`config.mk`:
```
export PLATFORM = sky130hd
export DESIGN_NAME = comment_strip
export DESIGN_NICKNAME = d
export VERILOG_FILES = /design/src/rtl/comment_strip.sv
export SDC_FILE = /design/constraint.sdc
export NUM_CORES = 1
export LEC_CHECK = 0
export CELL_PAD_IN_SITES_DETAIL_PLACEMENT = 1
export CELL_PAD_IN_SITES_GLOBAL_PLACEMENT = 2
export CORE_AREA = 2 2 78 80
export DETAILED_ROUTE_END_ITERATION = 12
export DIE_AREA = 0 0 80 82
export HOLD_SLACK_MARGIN = 0.12
export PLACE_DENSITY = 0.8
export SETUP_SLACK_MARGIN = 0.05
export SYNTH_ARGS = -nofsm -noshare
export SYNTH_HDL_FRONTEND = slang
export SYNTH_SLANG_ARGS = --single-unit
```
`constraint.sdc`:
```
create_clock -name clk -period 1.5 [get_ports clk]
set_input_delay 0.3 -clock clk [delete_from_list [all_inputs] [get_ports clk]]
set_output_delay 0.3 -clock clk [all_outputs]
set_load 0.01 [all_outputs]
```
`src/rtl/comment_strip.sv`:
```
// comment_strip: character filter that replaces C/C++ comments with spaces.
// Latency is fixed at two cycles and byte count is preserved. Substituted
// characters are flagged on out_is_sub.
// Optional feature macro: COMMENT_STRIP_STRING_EN. When it is defined, the
// filter tracks "..." string literals so that comment openers inside them
// are ignored.
module comment_strip #(
  parameter int CNT_W = 16
) (
  input  logic             clk,
  input  logic             reset,
  input  logic [7:0]       in,
  output logic [7:0]       out,
  output logic             out_is_sub,
  output logic [CNT_W-1:0] comment_cnt
);

  localparam logic [7:0] CH_SLASH  = 8'h2F;
  localparam logic [7:0] CH_STAR   = 8'h2A;
  localparam logic [7:0] CH_NL     = 8'h0A;
  localparam logic [7:0] CH_SPACE  = 8'h20;
`ifdef COMMENT_STRIP_STRING_EN
  localparam logic [7:0] CH_QUOTE  = 8'h22;
  localparam logic [7:0] CH_BSLASH = 8'h5C;
`endif

  typedef enum logic [2:0] {
    S_CODE    = 3'd0,
    S_SLASH   = 3'd1,
    S_LINE    = 3'd2,
    S_BLOCK   = 3'd3,
    S_BSTAR   = 3'd4
`ifdef COMMENT_STRIP_STRING_EN
    ,
    S_STR     = 3'd5,
    S_STR_ESC = 3'd6
`endif
  } state_e;

  typedef enum logic [1:0] {
    TAG_LIT   = 2'd0,
    TAG_SUB   = 2'd1,
    TAG_MAYBE = 2'd2
  } tag_e;

  state_e           state_q, state_d;
  tag_e             tag_q, tag_d;
  logic [7:0]       pend_char_q, pend_char_d;
  logic [7:0]       out_q, out_d;
  logic             sub_q, sub_d;
  logic [CNT_W-1:0] cnt_q, cnt_d;
  logic             open_s;

  // Classify the incoming character against the current comment state.
  always_comb begin
    state_d     = state_q;
    tag_d       = TAG_LIT;
    open_s      = 1'b0;
    pend_char_d = in;
    case (state_q)
      S_CODE: begin
        if (in == CH_SLASH) begin
          state_d = S_SLASH;
          tag_d   = TAG_MAYBE;
`ifdef COMMENT_STRIP_STRING_EN
        end else if (in == CH_QUOTE) begin
          state_d = S_STR;
          tag_d   = TAG_LIT;
`endif
        end else begin
          state_d = S_CODE;
          tag_d   = TAG_LIT;
        end
      end
      S_SLASH: begin
        if (in == CH_SLASH) begin
          state_d = S_LINE;
          tag_d   = TAG_SUB;
          open_s  = 1'b1;
        end else if (in == CH_STAR) begin
          state_d = S_BLOCK;
          tag_d   = TAG_SUB;
          open_s  = 1'b1;
        end else begin
          state_d = S_CODE;
          tag_d   = TAG_LIT;
        end
      end
      S_LINE: begin
        if (in == CH_NL) begin
          state_d = S_CODE;
          tag_d   = TAG_LIT;
        end else begin
          state_d = S_LINE;
          tag_d   = TAG_SUB;
        end
      end
      S_BLOCK: begin
        tag_d = TAG_SUB;
        if (in == CH_STAR) begin
          state_d = S_BSTAR;
        end else begin
          state_d = S_BLOCK;
        end
      end
      S_BSTAR: begin
        tag_d = TAG_SUB;
        if (in == CH_SLASH) begin
          state_d = S_CODE;
        end else if (in == CH_STAR) begin
          state_d = S_BSTAR;
        end else begin
          state_d = S_BLOCK;
        end
      end
`ifdef COMMENT_STRIP_STRING_EN
      S_STR: begin
        tag_d = TAG_LIT;
        if (in == CH_BSLASH) begin
          state_d = S_STR_ESC;
        end else if ((in == CH_QUOTE) || (in == CH_NL)) begin
          state_d = S_CODE;
        end else begin
          state_d = S_STR;
        end
      end
      S_STR_ESC: begin
        tag_d   = TAG_LIT;
        state_d = S_STR;
      end
`endif
      default: begin
        state_d = S_CODE;
        tag_d   = TAG_LIT;
      end
    endcase
  end

  // Resolve the pending character now that its successor is visible.
  always_comb begin
    out_d = CH_SPACE;
    sub_d = 1'b0;
    case (tag_q)
      TAG_LIT: begin
        out_d = pend_char_q;
        sub_d = 1'b0;
      end
      TAG_SUB: begin
        out_d = CH_SPACE;
        sub_d = 1'b1;
      end
      TAG_MAYBE: begin
        if ((in == CH_SLASH) || (in == CH_STAR)) begin
          out_d = CH_SPACE;
          sub_d = 1'b1;
        end else begin
          out_d = pend_char_q;
          sub_d = 1'b0;
        end
      end
      default: begin
        out_d = pend_char_q;
        sub_d = 1'b0;
      end
    endcase
  end

  // Saturating count of recognised comment openers.
  always_comb begin
    if (open_s && (cnt_q != {CNT_W{1'b1}})) begin
      cnt_d = cnt_q + CNT_W'(1);
    end else begin
      cnt_d = cnt_q;
    end
  end

  // State, pending lookahead and output registers.
  always_ff @(posedge clk or negedge reset) begin
    if (!reset) begin
      state_q     <= S_CODE;
      tag_q       <= TAG_LIT;
      pend_char_q <= CH_SPACE;
      out_q       <= CH_SPACE;
      sub_q       <= 1'b0;
      cnt_q       <= '0;
    end else begin
      state_q     <= state_d;
      tag_q       <= tag_d;
      pend_char_q <= pend_char_d;
      out_q       <= out_d;
      sub_q       <= sub_d;
      cnt_q       <= cnt_d;
    end
  end

  assign out         = out_q;
  assign out_is_sub  = sub_q;
  assign comment_cnt = cnt_q;

endmodule

```
==> flow_metrics.py <==
metrics = {
    "run_status": {
        "status": "complete, but fails checks",
        "violations": "negative setup slack",
    },
    "logic_synthesis": {
        "synthXorXnorAreaFrac_pct": 8.61,
        "syn_area_per_cell_um2": 12.1,
        "synth_top_area_cell": "dfrtp_1",
        "synthMuxAreaShare_pct": 0.692,
        "ys_ff_latch": 38,
        "syn_nets": 148,
        "synthCells": 135,
        "synth_warnings": 0,
        "synthesis.area_mm2": 0.00163,
        "ys_top_cells_by_area": "dfrtp_1, xnor2_1, dfstp_2",
        "synthSimpleGateAreaFrac_pct": 21.2,
        "synth_top_area_share_pct": 55.3,
        "yosysSeqAreaShare_pct": 58.6,
        "yosys.area_share.adder_pct": 2.31,
        "synth_compound_area_share_pct": 7.46,
        "ys_types": 32,
        "synth_top_family_by_area": "simple AND/OR/NAND/NOR gates",
    },
    "cells_and_area": {
        "drive_above_1_share_pct": 38.5,
        "layout.nets": 238,
        "layout_common_cells": "buf_4, dfrtp_1, dlygate4sd2_1",
        "fin_area_mm2": 0.00261,
        "final_common_cell": "buf_4",
        "nFillCells": 652,
        "syn2layout_area_growth_pct": 60.3,
        "diodes": 0,
    },
    "worst_setup_path": {
        "endpoint_kind": "flip-flop",
        "critPathBufInv": 2,
        "worst_path_dominant_cell_family": "simple AND/OR/NAND/NOR gates",
        "cpPeakStageDelay_ns": 0.43,
        "cp_data_required_time_ns": 1.68,
        "r2r_slack_ns": -0.33,
        "cpMaxStageDelayCell": "or3b_4",
        "r2r_end": "comment_cnt[8]",
        "r2r-start": "state_q[2]",
        "crit_type": "flip-flop to flip-flop",
        "path_cells": "nor3b_2 -> nand4_2 -> buf_6 -> or3b_4 -> buf_4 -> xnor2_2",
        "cp.depth": 6,
        "startpoint": "state_q[2]",
        "critical_path_arrival_ns": 2.00,
        "start_kind": "flip-flop",
        "path_max_fanout": 4,
        "reg2regPathDepth": 6,
    },
    "cts": {
        "tritoncts": "yes",
        "cts_sinks": 38,
        "cts-root-buf": "clkbuf_8",
        "clkSlewWorstSetupHoldPaths_ns": 0.07,
        "htree_levels": 2,
        "cts_buffer_depth": 2,
        "numCtsBuffers": 5,
        "clock_latency_ns": 0.29,
    },
    "timing": {
        "setup_ws_ns": -0.326,
        "max_slew.worst_pin.slew_ns": 0.384,
        "finalClockSkew_ns": 0.00398,
        "relSlewSlack_pct": 74.4,
        "hold_violations": 0,
        "min_period_ns": 1.83,
        "hold_slack_ns": 0.163,
        "fin_crit_sh_pct": 122,
        "grt_setup_unrepaired": "true",
        "drv_slew": 0,
        "fmax_mhz": 548,
        "setup_viol": 16,
    },
    "floorplanning": {
        "rows": 28,
        "io_pins": 35,
        "start_util_pct": 28.3,
        "die_x_um": 80,
        "core_area_mm2": 0.00575,
        "die_area_mm2": 0.00656,
        "die_h_um": 82,
    },
    "routing": {
        "vias_per_cell": 4.54,
        "vias": 1368,
        "drt_wl_total_um": 4610,
        "drc": 0,
        "wl_per_cell_um": 15.3,
        "final_antenna_net_count": 0,
        "drt_iter0_drc": 26,
        "drtPass1Iterations": 3,
    },
    "min_path": {
        "min_delay_path_depth": 1,
        "min_to": "pend_char_q[3]",
        "min_from": "in[3]",
        "holdCritPathClass": "input port to flip-flop",
    },
    "power_and_ir_drop": {
        "clkPwrFrac_pct": 31.1,
        "power.switching_uw": 629,
        "p_per_area_mw_per_mm2": 900,
        "p_int_uw": 1720,
        "comb_power_share_pct": 19.6,
        "swShare_pct": 26.8,
        "vdd_drop_max_mv": 0.404,
        "design_power_total_uw": 2350,
        "p_seq_share_pct": 49.3,
        "leakagePower_uw": 0.00134,
    },
    "global_routing": {
        "grtUsageTotal_pct": 14.7,
        "grt.overflow.total": 0,
        "grt_max_degree": 18,
        "antenna_found_initial": 0,
        "grt_pass1_wl_um": 7220,
        "grt_pass1_vias": 1511,
    },
    "flow_run": {
        "maxCapViolCount": 0,
    },
    "placed_design": {
        "hpwl_um": 3260,
        "io_buffer_count": 34,
        "place_congestion": 0.827,
        "postPlaceCellArea_mm2": 0.00238,
    },
}
[final cells by class]
cell class	instances	area, um2	area share [%]
well taps	75	93.8	3.60
clock buffers	7	86.3	3.31
inverters	5	18.8	0.719
flip-flops and latches	38	957	36.7
clock inverters	1	5.00	0.192
multi-input cells	92	736	28.2
repair buffers	83	713	27.3
[synth_stat cells]
cell type,number
nand2_1,10
o211ai_1,2
o31ai_1,1
dfrtp_1,36
and2_1,2
nor4b_4,1
a2111oi_4,1
nand2b_1,2
and4_1,3
dfstp_2,2
nor3_1,4
nand4_1,4
nor3b_1,2
a32oi_1,1
a21oi_2,1
nand4_2,1
o21ai_0,1
mux2_2,1
nor2_1,6
and3_1,4
xnor2_1,12
or2_2,1
or3b_4,1
nor2b_1,8
a21oi_1,6
nand3_1,7
inv_1,5
ha_1,3
a41oi_1,1
nor3_2,1
o31a_2,1
xor2_1,4
[cell families after synthesis]
group                      Yosys count
AOI/OAI and AO/OA                   15
muxes                                1
DFF                                 38
xor gates and xnor gates            16
adders and majority gates            3
buffers and inverters                5
and+or+nand+nor                     57
[power groups by stage]
stage	Sequential, uW	Clock [uW]	Combinational [uW]
detailed placement	1180	0	485
CTS	1160	765	458
floorplan	1220	0	151
global placement	1180	0	461
finish	1160	729	460
global route	1170	811	506
[per-layer routing]
layer,part of all wire (%),vias up,global-route usage (%)
li1,-,647,-
met1,38,686,14.9
met2,57,25,28.5
met3,2.5,10,2.97
met4,2.4,0,6.95
met5,0,-,0
[what timing repair did]
| item | CTS | global route |
|---|---|---|
| setup endpoints to repair | 51 | 35 |
| pin swaps | 16 | 15 |
| endpoints found under the hold margin | 11 | 0 |
| hold buffers | 1 | 0 |
| buffers inserted | 4 | 7 |
| gates resized for setup | 39 | 27 |
[stage by stage]
step / setup WS (ns) / setup TNS [ns] / util [%] / instances
after floorplan: -0.169 / -1.13 / - / 135
after global placement: -0.676 / -13.93 / 41.5 / 282
after detailed placement: -0.709 / -14.71 / 41.5 / 282
after CTS: -0.319 / -3.48 / 43.9 / 295
after global routing: -0.408 / -5.16 / 45.4 / 301
final: -0.326 / -3.26 / 45.4 / 301
[how the worst max path moves through the flow]
stage | to
global placement | comment_cnt[11]
CTS | comment_cnt[12]
floorplan | comment_cnt[12]
finish | comment_cnt[8]
detailed placement | comment_cnt[11]
global route | comment_cnt[8]
[state kept, by name, summed over array words and instances, names as in the netlist]
register	cells
comment_cnt	16
out	8
out_is_sub	1
pend_char_q	8
state_q	3
tag_q	2
No activity file was read; power rests on OpenSTA's default activity.
